$ cat config.mk
export PLATFORM = sky130hd
export DESIGN_NAME = fifo_wr_arb_flat
export DESIGN_NICKNAME = d
export VERILOG_FILES = /design/src/rtl/fifo_wr_arb_if.sv /design/src/rtl/fifo_wr_arb.sv /design/src/flat_wrapper.sv
export SDC_FILE = /design/constraint.sdc
export NUM_CORES = 1
export LEC_CHECK = 0
export CORE_AREA = 2 2 61 63
export DETAILED_ROUTE_END_ITERATION = 16
export DIE_AREA = 0 0 63 65
export GPL_TIMING_DRIVEN = 0
export HOLD_SLACK_MARGIN = 0.02
export PLACE_DENSITY_LB_ADDON = 0.25
export SLEW_MARGIN = 20
export SYNTH_ARGS = -nofsm -noshare
export SYNTH_HDL_FRONTEND = slang
export SYNTH_SLANG_ARGS = --single-unit
$ cat constraint.sdc
create_clock -name clk -period 2.3 [get_ports clk]
set_clock_uncertainty 0.2 [all_clocks]
set_input_delay 0.46 -clock clk [delete_from_list [all_inputs] [get_ports clk]]
set_output_delay 0.46 -clock clk [all_outputs]
set_load 0.005 [all_outputs]
$ cat src/rtl/fifo_wr_arb_if.sv
// Write-side bundle between three requesters, the arbiter and a downstream FIFO.
// master = requester/FIFO side that drives req, data and fullp; slave = the arbiter.
interface fifo_wr_arb_if #(
  parameter int WIDTH = 16
);
  logic [2:0]       req;
  logic [WIDTH-1:0] din0;
  logic [WIDTH-1:0] din1;
  logic [WIDTH-1:0] din2;
  logic             fullp;
  logic             writep;
  logic [WIDTH-1:0] fifo_din;
  logic [2:0]       gnt;
  logic [2:0]       ack;

  modport master (
    output req, din0, din1, din2, fullp,
    input  writep, fifo_din, gnt, ack
  );

  modport slave (
    input  req, din0, din1, din2, fullp,
    output writep, fifo_din, gnt, ack
  );
endinterface

$ cat src/rtl/fifo_wr_arb.sv
// Round-robin write arbiter: three requesters share one FIFO write port,
// each grant lasting up to BURST words; the current owner is lowest priority on re-arbitration.
module fifo_wr_arb #(
  parameter int WIDTH = 16,
  parameter int BURST = 4
) (
  input  logic          clk,
  input  logic          rstn,
  fifo_wr_arb_if.slave  bus
);

  typedef enum logic [0:0] {
    IDLE  = 1'b0,
    GRANT = 1'b1
  } state_t;

  state_t      state_r, state_nxt_s;
  logic [1:0]  owner_r, owner_nxt_s;
  logic [1:0]  last_r, last_nxt_s;
  logic [3:0]  bcnt_r, bcnt_nxt_s;
  logic [2:0]  gnt_r, gnt_nxt_s;
  logic        armed_r;
  logic        req_own_s;
  logic        writep_s;
  logic        end_s;
  logic        any_req_s;
  logic [1:0]  rr_base_s;
  logic [1:0]  pick_s;
  logic [WIDTH-1:0] fifo_din_s;

  function automatic logic [2:0] onehot(input logic [1:0] idx);
    case (idx)
      2'd0:    onehot = 3'b001;
      2'd1:    onehot = 3'b010;
      2'd2:    onehot = 3'b100;
      default: onehot = 3'b000;
    endcase
  endfunction

  // Scan base+3 down to base+1 so the earliest requester in rotation order wins.
  function automatic logic [1:0] rr_pick(input logic [1:0] base, input logic [2:0] r);
    logic [2:0] sum;
    logic [1:0] idx;
    rr_pick = 2'd0;
    for (int k = 3; k >= 1; k--) begin
      sum = {1'b0, base} + 3'(k);
      idx = (sum >= 3'd3) ? 2'(sum - 3'd3) : sum[1:0];
      if (r[idx]) begin
        rr_pick = idx;
      end
    end
  endfunction

  assign any_req_s = (bus.req != 3'b000);
  assign req_own_s = ((bus.req & onehot(owner_r)) != 3'b000);
  assign writep_s  = (state_r == GRANT) && req_own_s && !bus.fullp;
  assign end_s     = !req_own_s || (writep_s && (bcnt_r == 4'(BURST - 1)));
  assign rr_base_s = (state_r == GRANT) ? owner_r : last_r;
  assign pick_s    = rr_pick(rr_base_s, bus.req);

  // Next-state: arbitrate from IDLE, or at grant end re-arbitrate without a bubble.
  always_comb begin
    state_nxt_s = state_r;
    owner_nxt_s = owner_r;
    last_nxt_s  = last_r;
    bcnt_nxt_s  = bcnt_r;
    gnt_nxt_s   = gnt_r;
    case (state_r)
      IDLE: begin
        if (armed_r && any_req_s) begin
          state_nxt_s = GRANT;
          owner_nxt_s = pick_s;
          last_nxt_s  = pick_s;
          gnt_nxt_s   = onehot(pick_s);
          bcnt_nxt_s  = 4'd0;
        end else begin
          gnt_nxt_s   = 3'b000;
        end
      end
      GRANT: begin
        if (end_s && any_req_s) begin
          owner_nxt_s = pick_s;
          last_nxt_s  = pick_s;
          gnt_nxt_s   = onehot(pick_s);
          bcnt_nxt_s  = 4'd0;
        end else if (end_s) begin
          state_nxt_s = IDLE;
          gnt_nxt_s   = 3'b000;
          bcnt_nxt_s  = 4'd0;
        end else if (writep_s) begin
          bcnt_nxt_s  = bcnt_r + 4'd1;
        end else begin
          bcnt_nxt_s  = bcnt_r;
        end
      end
      default: begin
        state_nxt_s = IDLE;
        gnt_nxt_s   = 3'b000;
        bcnt_nxt_s  = 4'd0;
      end
    endcase
  end

  // State registers; armed_r holds off arbitration until the first edge after reset release.
  always_ff @(posedge clk or negedge rstn) begin
    if (!rstn) begin
      state_r <= IDLE;
      owner_r <= 2'd0;
      last_r  <= 2'd2;
      bcnt_r  <= 4'd0;
      gnt_r   <= 3'b000;
      armed_r <= 1'b0;
    end else begin
      state_r <= state_nxt_s;
      owner_r <= owner_nxt_s;
      last_r  <= last_nxt_s;
      bcnt_r  <= bcnt_nxt_s;
      gnt_r   <= gnt_nxt_s;
      armed_r <= 1'b1;
    end
  end

  // Data path mux: owner's word during a grant, zero otherwise.
  always_comb begin
    fifo_din_s = {WIDTH{1'b0}};
    if (state_r == GRANT) begin
      case (owner_r)
        2'd0:    fifo_din_s = bus.din0;
        2'd1:    fifo_din_s = bus.din1;
        2'd2:    fifo_din_s = bus.din2;
        default: fifo_din_s = {WIDTH{1'b0}};
      endcase
    end else begin
      fifo_din_s = {WIDTH{1'b0}};
    end
  end

  assign bus.writep   = writep_s;
  assign bus.ack      = onehot(owner_r) & {3{writep_s}};
  assign bus.gnt      = gnt_r;
  assign bus.fifo_din = fifo_din_s;

endmodule

$ cat src/flat_wrapper.sv
// flat-port wrapper written by rule: the top's interface ports become plain ports
module fifo_wr_arb_flat 
#(
  parameter int WIDTH = 16,
  parameter int BURST = 4
)
  (clk, rstn, bus_req, bus_din0, bus_din1, bus_din2, bus_fullp, bus_writep, bus_fifo_din, bus_gnt, bus_ack);
  fifo_wr_arb_if #(.WIDTH(WIDTH)) bus_i ();
  input  logic clk;
  input  logic rstn;
  input wire logic [$bits(bus_i.req)-1:0] bus_req;
  input wire logic [$bits(bus_i.din0)-1:0] bus_din0;
  input wire logic [$bits(bus_i.din1)-1:0] bus_din1;
  input wire logic [$bits(bus_i.din2)-1:0] bus_din2;
  input wire logic [$bits(bus_i.fullp)-1:0] bus_fullp;
  output wire logic [$bits(bus_i.writep)-1:0] bus_writep;
  output wire logic [$bits(bus_i.fifo_din)-1:0] bus_fifo_din;
  output wire logic [$bits(bus_i.gnt)-1:0] bus_gnt;
  output wire logic [$bits(bus_i.ack)-1:0] bus_ack;
  assign bus_i.req = bus_req;
  assign bus_i.din0 = bus_din0;
  assign bus_i.din1 = bus_din1;
  assign bus_i.din2 = bus_din2;
  assign bus_i.fullp = bus_fullp;
  assign bus_writep = bus_i.writep;
  assign bus_fifo_din = bus_i.fifo_din;
  assign bus_gnt = bus_i.gnt;
  assign bus_ack = bus_i.ack;
  fifo_wr_arb #(.WIDTH(WIDTH), .BURST(BURST)) u_core (.clk(clk), .rstn(rstn), .bus(bus_i));
endmodule
---- After elaboration in Yosys (flattened, before gate mapping) ----
Index checks and enable logic that the tools add are counted.
word-level totals
  bits in registers ....................... 13
  input port bits ......................... 54
  output and inout bits ................... 23
  word-level logic and storage cells ...... 78
operators by class
  $add $sub $neg .......................... 7
  order comparisons ....................... 6
  equality and inequality tests ........... 9
  mux-type cells .......................... 33
  bitwise gates (word level) .............. 3
  reduce and logical (&&, ||, !) cells .... 14
operators by type and width
  kind                   number
  $pmux W16 S3           1
  $mux W2                9
  $pmux W3 S3            2
  $mux W16               1
  $mux W4                4
  $ge A3 B2 Y1 const B   3
  $lt A2 B3 Y1 const B   3
  $mux W3                3
  $pmux W4 S2            1
  $add A2 B2 Y3 const B  2
  $and A3 B3 Y3          2
  $bmux W1 S2            3
  $mux W1                6
  $pmux W3 S2            1
  $reduce_bool A3 Y1     2
  $sub A2 B2 Y2 const B  3
  $logic_and A1 B1 Y1    5
  $add A4 B1 Y4 const B  1
  $eq A2 B1 Y1 const B   2
  $eq A2 B2 Y1 const B   2
  $eq A4 B2 Y1 const B   1
  $logic_not A2 Y1       2
  $ne A4 B4 Y1 const B   1
  $pmux W2 S2            1
  other kinds (9)        11

---- Longest topological paths before layout ----
  depth in word-level cells ............... 13
  gate-level depth with buffers ........... 10
  gate-level depth less buffers ........... 9

---- Least setup slack after synthesis ----
No wires, ideal clock.
  path type ............................... register to register
  start ................................... register u_core.last_r[1]
  end ..................................... register u_core.gnt_r[0], in the netlist u_core.bus.gnt[0]
  library setup time ...................... 66 ps
  arrival time ............................ 1807 ps
  data required time ...................... 2034 ps
  slack ................................... 227 ps
  cell stages (with the launch flop) ...... 9
  path buffers ............................ 0
  clock period less this slack ............ 2073 ps
  cells stage by stage .................... dfstp_2 -> inv_2 -> o21ai_2 -> ha_1 -> nand2b_1 -> a21oi_1 -> a21oi_1 -> a21oi_1 -> a22o_1
between the ends
  word-level cells in the longest chain between the ends .. 13
  elaborated cells between the ends (all ways) .. 29
  classes of those cells .................. add/sub: 6; order compare: 3; eq/ne: 2; mux: 17; reduce/logical: 1
ends and longest elaborated chain
  item                                           RTL line                              text
  start, declared                                fifo_wr_arb.sv:19                     logic [1:0] last_r, last_nxt_s;
  start signal, assigned                         fifo_wr_arb.sv:116                    last_r <= last_nxt_s;
  $mux W2 (*)                                    fifo_wr_arb.sv:58                     assign rr_base_s = (state_r == GRANT) ? owner_r : last_r;
  $add A2 B2 Y3                                  fifo_wr_arb.sv:46                     sum = {1'b0, base} + 3'(k);
  $ge A3 B2 Y1 or $sub A2 B2 Y2 (tied branches)  fifo_wr_arb.sv:47                     idx = (sum >= 3'd3) ? 2'(sum - 3'd3) : sum[1:0];
  $mux W2                                        fifo_wr_arb.sv:47
  $bmux W1 S2                                    fifo_wr_arb.sv:48                     if (r[idx]) begin
  $mux W1 (implied by the code)                  fifo_wr_arb.sv:48
  $mux W2 (2 in a row)                           fifo_wr_arb.sv:48
  $mux W2 (*)                                    fifo_wr_arb.sv:48
  $eq A2 B2 Y1, or another cell as far along     fifo_wr_arb.sv:32                     case (idx)
  $pmux W3 S3 (*)                                fifo_wr_arb.sv:32
  $mux W3, on equally long branches              fifo_wr_arb.sv:81, fifo_wr_arb.sv:70
  $pmux W3 S2 (*)                                fifo_wr_arb.sv:68                     case (state_r)
  end signal, assigned                           fifo_wr_arb.sv:118                    gnt_r <= gnt_nxt_s;
  end, declared                                  fifo_wr_arb.sv:21                     logic [2:0] gnt_r, gnt_nxt_s;
Every way passes the cells marked *; elsewhere a longest branch is shown, timed or not. The select of a mux whose other input is x is not followed.
A chain may end at the register's enable or synchronous reset.

---- Final worst setup path ----
  start ................................... register u_core.owner_r[1]
  end ..................................... output port bus_fifo_din[1]
between the ends
  word-level cells in the longest chain between the ends .. 3
  elaborated cells between the ends (all ways) .. 5
  classes of those cells .................. eq/ne: 2; mux: 2; reduce/logical: 1
ends and longest elaborated chain
  item                                        RTL line            text
  start, declared                             fifo_wr_arb.sv:18   logic [1:0] owner_r, owner_nxt_s;
  start signal, assigned                      fifo_wr_arb.sv:115  owner_r <= owner_nxt_s;
  $eq A2 B2 Y1, or another cell as far along  fifo_wr_arb.sv:127  case (owner_r)
  $pmux W16 S3 (*)                            fifo_wr_arb.sv:127
  $mux W16 (*)                                fifo_wr_arb.sv:126  if (state_r == GRANT) begin
  end, declared                               flat_wrapper.sv:17  output wire logic [$bits(bus_i.fifo_din)-1:0] bus_fifo_din;
Every way passes the cells marked *; elsewhere a longest branch is shown, timed or not.

==> run summary <==
POWER
------------------------------------------------------------------------------------
Leakage component of the power                                              0.950 nW
Power Density                                                             987 mW/mm²
Internal                                                                     1.26 mW
Net switching power of the design                                             905 µW
Share of total power consumed by net switching                                 0.419
Gate power share                                                               0.773
Total power                                                                  2.16 mW
Clk network pwr share                                                          0.077
Seq pwr share                                                                  0.150
Worst vdd rail ir drop                                                      0.577 mV

CLOCK TREE
------------------------------------------------------------------------------------
Maximum root-to-sink buffer count                                                  2
Number of buffers added by the clock tree synthesis step                           3
Total number of H-tree levels                                                      1
CTS clk-pin slew, worst paths                                                0.08 ns
CTS root buf                                                            sky130_fd_sc_hd__clkbuf_4
TritonCTS sink count                                                              12
Hold_buf cts                                                                       0
TritonCTS clock tree                                                           built
Worst-Skew Late Latency                                                      0.27 ns

TIMING
------------------------------------------------------------------------------------
Unrepaired setup endpoints after global routing                                  yes
Fmax                                                                         439 MHz
PnR worst setup slack                                                      0.0209 ns
Setup violators final                                                              0
Fin. max-slew vios                                                                 0
Transition time at the pin with the least slew margin                       0.512 ns
Final Hold Violating Endpoints                                                     0
Crit share post-route                                                          0.991
Minimum period implied by the final worst setup slack                        2.28 ns
Slew margin rel.                                                               0.658

MIN PATH
------------------------------------------------------------------------------------
Hold WC Path Type                                                         reg -> reg

GRT
------------------------------------------------------------------------------------
Total Routing Usage GR                                                         0.191
GRT overflow                                                                       0
Number of global-route vias before repair                                      1,296
Global-route wire length before repair                                       6420 µm
Largest net degree at the start of global routing                                 13
Antenna violations before repair                                                   0

FLOORPLAN
------------------------------------------------------------------------------------
Die width                                                                      63 µm
Die Y                                                                          65 µm
# IOs                                                                             77
Area of the core                                                         0.00350 mm²
Die outline area                                                         0.00410 mm²
Starting density of the core                                                   0.355
Number of standard-cell rows in the floorplan                                     22

CRITICAL PATH
------------------------------------------------------------------------------------
Worst Setup Start Kind                                                          flop
Largest delay contributor family on the critical path                   buffers and inverters
Biggest fanout along the worst timing path                                         6
Slowest CP cell                                                         sky130_fd_sc_hd__dfrtp_1
Arrival time of the worst setup path                                         1.62 ns
Sort of element at the end of the critical path                           output pin
CP Cell Sequence                                                        buf_6 > clkbuf_16 > mux2i_1 > nor2_1 > a21oi_1 > nor2b_1 > dlygate4sd2_1
Required time of the critical path                                           1.64 ns
Critical path class                                                       reg -> out
Stage delay of the slowest cell on the critical path                         0.34 ns
Count of buffering cells on the critical path with inverters included              3

LOGIC SYNTHESIS
------------------------------------------------------------------------------------
Flip-flop and latch count after synthesis                                         12
Share of Yosys cell area claimed by the top area cell type                     0.222
Async set-or-reset flop fraction in the synthesized netlist                     1.00
Most used DFF post-synth                                                sky130_fd_sc_hd__dfrtp_1
Biggest area contributors in the synthesized netlist                    sky130_fd_sc_hd__dfrtp_1, sky130_fd_sc_hd__mux2i_1, sky130_fd_sc_hd__a21oi_1, sky130_fd_sc_hd__nor2b_1, sky130_fd_sc_hd__nor2_1
Mean post-synth cell area                                                   7.95 µm²
Number of flops mapped to enable cells by yosys                                    0
Sequential fraction of the synthesis area                                      0.243
Post-Syn Area                                                            0.00124 mm²
Post-synthesis cell type with the largest combined area                 sky130_fd_sc_hd__dfrtp_1
Net count after synthesis                                                        213
Total number of yosys warnings                                                     0
Syn Inst Count                                                                   156
Unique cell type count in the Yosys netlist                                       35

LAYOUT
------------------------------------------------------------------------------------
Layout Area Growth over Synthesis                                              76.5%
Commonest cells after routing, fill and taps aside                      sky130_fd_sc_hd__clkdlybuf4s50_1, sky130_fd_sc_hd__a21oi_1, sky130_fd_sc_hd__mux2i_1, sky130_fd_sc_hd__nor2_1, sky130_fd_sc_hd__nor2b_1
Ratio of cells with drive above 1 in the final layout                          0.220
Commonest non-fill, non-tap cell in the layout                          sky130_fd_sc_hd__clkdlybuf4s50_1
Final-layout fill cell count                                                     323
# diodes                                                                           0
Nets                                                                             299
Summed area of non-filler cells in the final layout                      0.00219 mm²

PLACE
------------------------------------------------------------------------------------
Placed instance area                                                     0.00206 mm²
Final weighted congestion of routability-driven global placement               0.848
Number of port buffers                                                            76
Worst slack, placed                                                        -0.563 ns
Placed wire-length estimate after detailed placement                         3030 µm

ROUTE
------------------------------------------------------------------------------------
Wire length per cell                                                         14.4 µm
Detailed-route DRC error count                                                     0
Number of DRC markers in iteration 0                                              51
Post-route ant nets                                                                0
Final wirelength                                                             4160 µm
Routed vias                                                                    1,421
Detailed-router iteration count before antenna repair                              4
Drt via density                                                                 4.92

JOB
------------------------------------------------------------------------------------
Max-capacitance violation count                                                    0

OUTCOME
------------------------------------------------------------------------------------
Run status                                                              complete, no violations

-- registers in the layout (all words and copies together) (netlist names) --
name and count:
u_core.armed_r 1, u_core.owner_r 2, u_core.bus.gnt 3, u_core.bcnt_r 4
u_core.last_r 1, u_core.state_r 1
-- cell usage after synthesis (2+ instances only) --
| cell | instances |
|---|---|
| sky130_fd_sc_hd__dfrtp_1 | 11 |
| sky130_fd_sc_hd__o21ai_1 | 5 |
| sky130_fd_sc_hd__inv_1 | 5 |
| sky130_fd_sc_hd__a21oi_1 | 23 |
| sky130_fd_sc_hd__clkbuf_1 | 4 |
| sky130_fd_sc_hd__nand2_1 | 12 |
| sky130_fd_sc_hd__inv_2 | 3 |
| sky130_fd_sc_hd__o22ai_1 | 2 |
| sky130_fd_sc_hd__buf_4 | 2 |
| sky130_fd_sc_hd__nor4_1 | 3 |
| sky130_fd_sc_hd__nor2_1 | 19 |
| sky130_fd_sc_hd__mux2i_1 | 18 |
| sky130_fd_sc_hd__ha_1 | 3 |
| sky130_fd_sc_hd__nand2b_1 | 3 |
| sky130_fd_sc_hd__o41ai_4 | 2 |
| sky130_fd_sc_hd__a22o_1 | 2 |
| sky130_fd_sc_hd__nand3_1 | 2 |
| sky130_fd_sc_hd__buf_2 | 4 |
| sky130_fd_sc_hd__nor2b_1 | 17 |
-- metrics by stage --
stage | TNS (ns) | instances | hold slack, ns | utilization
6_report | 0 | 289 | 0.278 | 0.626
5_1_grt | -0.320 | 289 | 0.316 | 0.626
2_1_floorplan | 0 | 156 | -0.0356 | -
4_1_cts | -0.111 | 285 | 0.284 | 0.607
3_3_place_gp | -6.00 | 280 | 0.258 | 0.589
3_5_place_dp | -6.01 | 280 | 0.264 | 0.589
-- logic make-up (layout without fill, tap and decap cells) --
kind of cell,count (synthesis),after routing,share of synthesized area
and+or+nand+nor,61,61,0.253
AOI/OAI and AO/OA,43,43,0.260
muxes,18,18,0.145
buffers and inverters,18,103,0.0646
DFF,12,12,0.243
adders and majority gates,3,3,0.0303
other,1,1,0.00302
-- per-layer routing --
| metal | track usage | up-vias | wire, µm | share of wire |
|---|---|---|---|---|
| met3 | 0.0399 | 2 | 246 | 0.059 |
| met5 | 0 | - | 0 | 0 |
| met2 | 0.315 | 48 | 2000 | 0.48 |
| met4 | 0.0472 | 0 | 12 | 0.0029 |
| li1 | - | 719 | - | - |
| met1 | 0.256 | 652 | 1900 | 0.46 |
-- what timing repair did --
item                                    4_1_cts  5_1_grt
pin swaps                                     2        4
endpoints found under the setup margin       23       21
resized for setup                            65       23
cloned                                        0        2
buffers inserted                              1        2
-- cell type report --
cell class,instances,area [µm²],area share
plain buffers,10,103,0.0469
clock buffers,4,36.3,0.0166
repair buffers,81,762,0.348
well taps,48,60.1,0.0274
inverters,8,30.0,0.0137
flip-flops and latches,12,303,0.138
multi-input cells,126,895,0.409
-- path summary, 6_finish.rpt --
check | cells past startpoint | slack (ns) | endpoint | from
worst max register to register | 8 | 0.14 | u_core.bus.gnt[0]$_DFFE_PN0P_ | u_core.last_r[1]$_DFFE_PN1P_
max in group asynchronous | 1 | 1.21 | u_core.state_r$_DFF_PN0_ | rstn
worst min-delay path | 2 | 0.28 | u_core.last_r[1]$_DFFE_PN1P_ | u_core.last_r[1]$_DFFE_PN1P_
worst max-delay path | 7 | 0.02 | bus_fifo_din[1] | u_core.owner_r[1]$_DFFE_PN0P_
min in group asynchronous | 1 | 0.33 | u_core.bcnt_r[0]$_DFFE_PN0P_ | rstn
worst min register to register | 2 | 0.28 | u_core.last_r[1]$_DFFE_PN1P_ | u_core.last_r[1]$_DFFE_PN1P_
-- power groups by stage --
stage               Clock (mW)  Combinational [mW]  Sequential (mW)
global placement             0                1.46            0.323
floorplan                    0               0.923            0.321
finish                   0.167                1.67            0.323
CTS                      0.169                1.51            0.324
detailed placement           0                1.47            0.325
global route             0.180                1.83            0.335
-- worst register-to-register path: cells and delay by family, from the launching register on --
family / cells / cell delay (ns)
compound gates: 4 / 0.78
flops: 1 / 0.53
simple gates: 2 / 0.30
fa+ha+maj: 1 / 0.26
buf+inv: 1 / 0.04
Power figures use the tool's default switching activity.
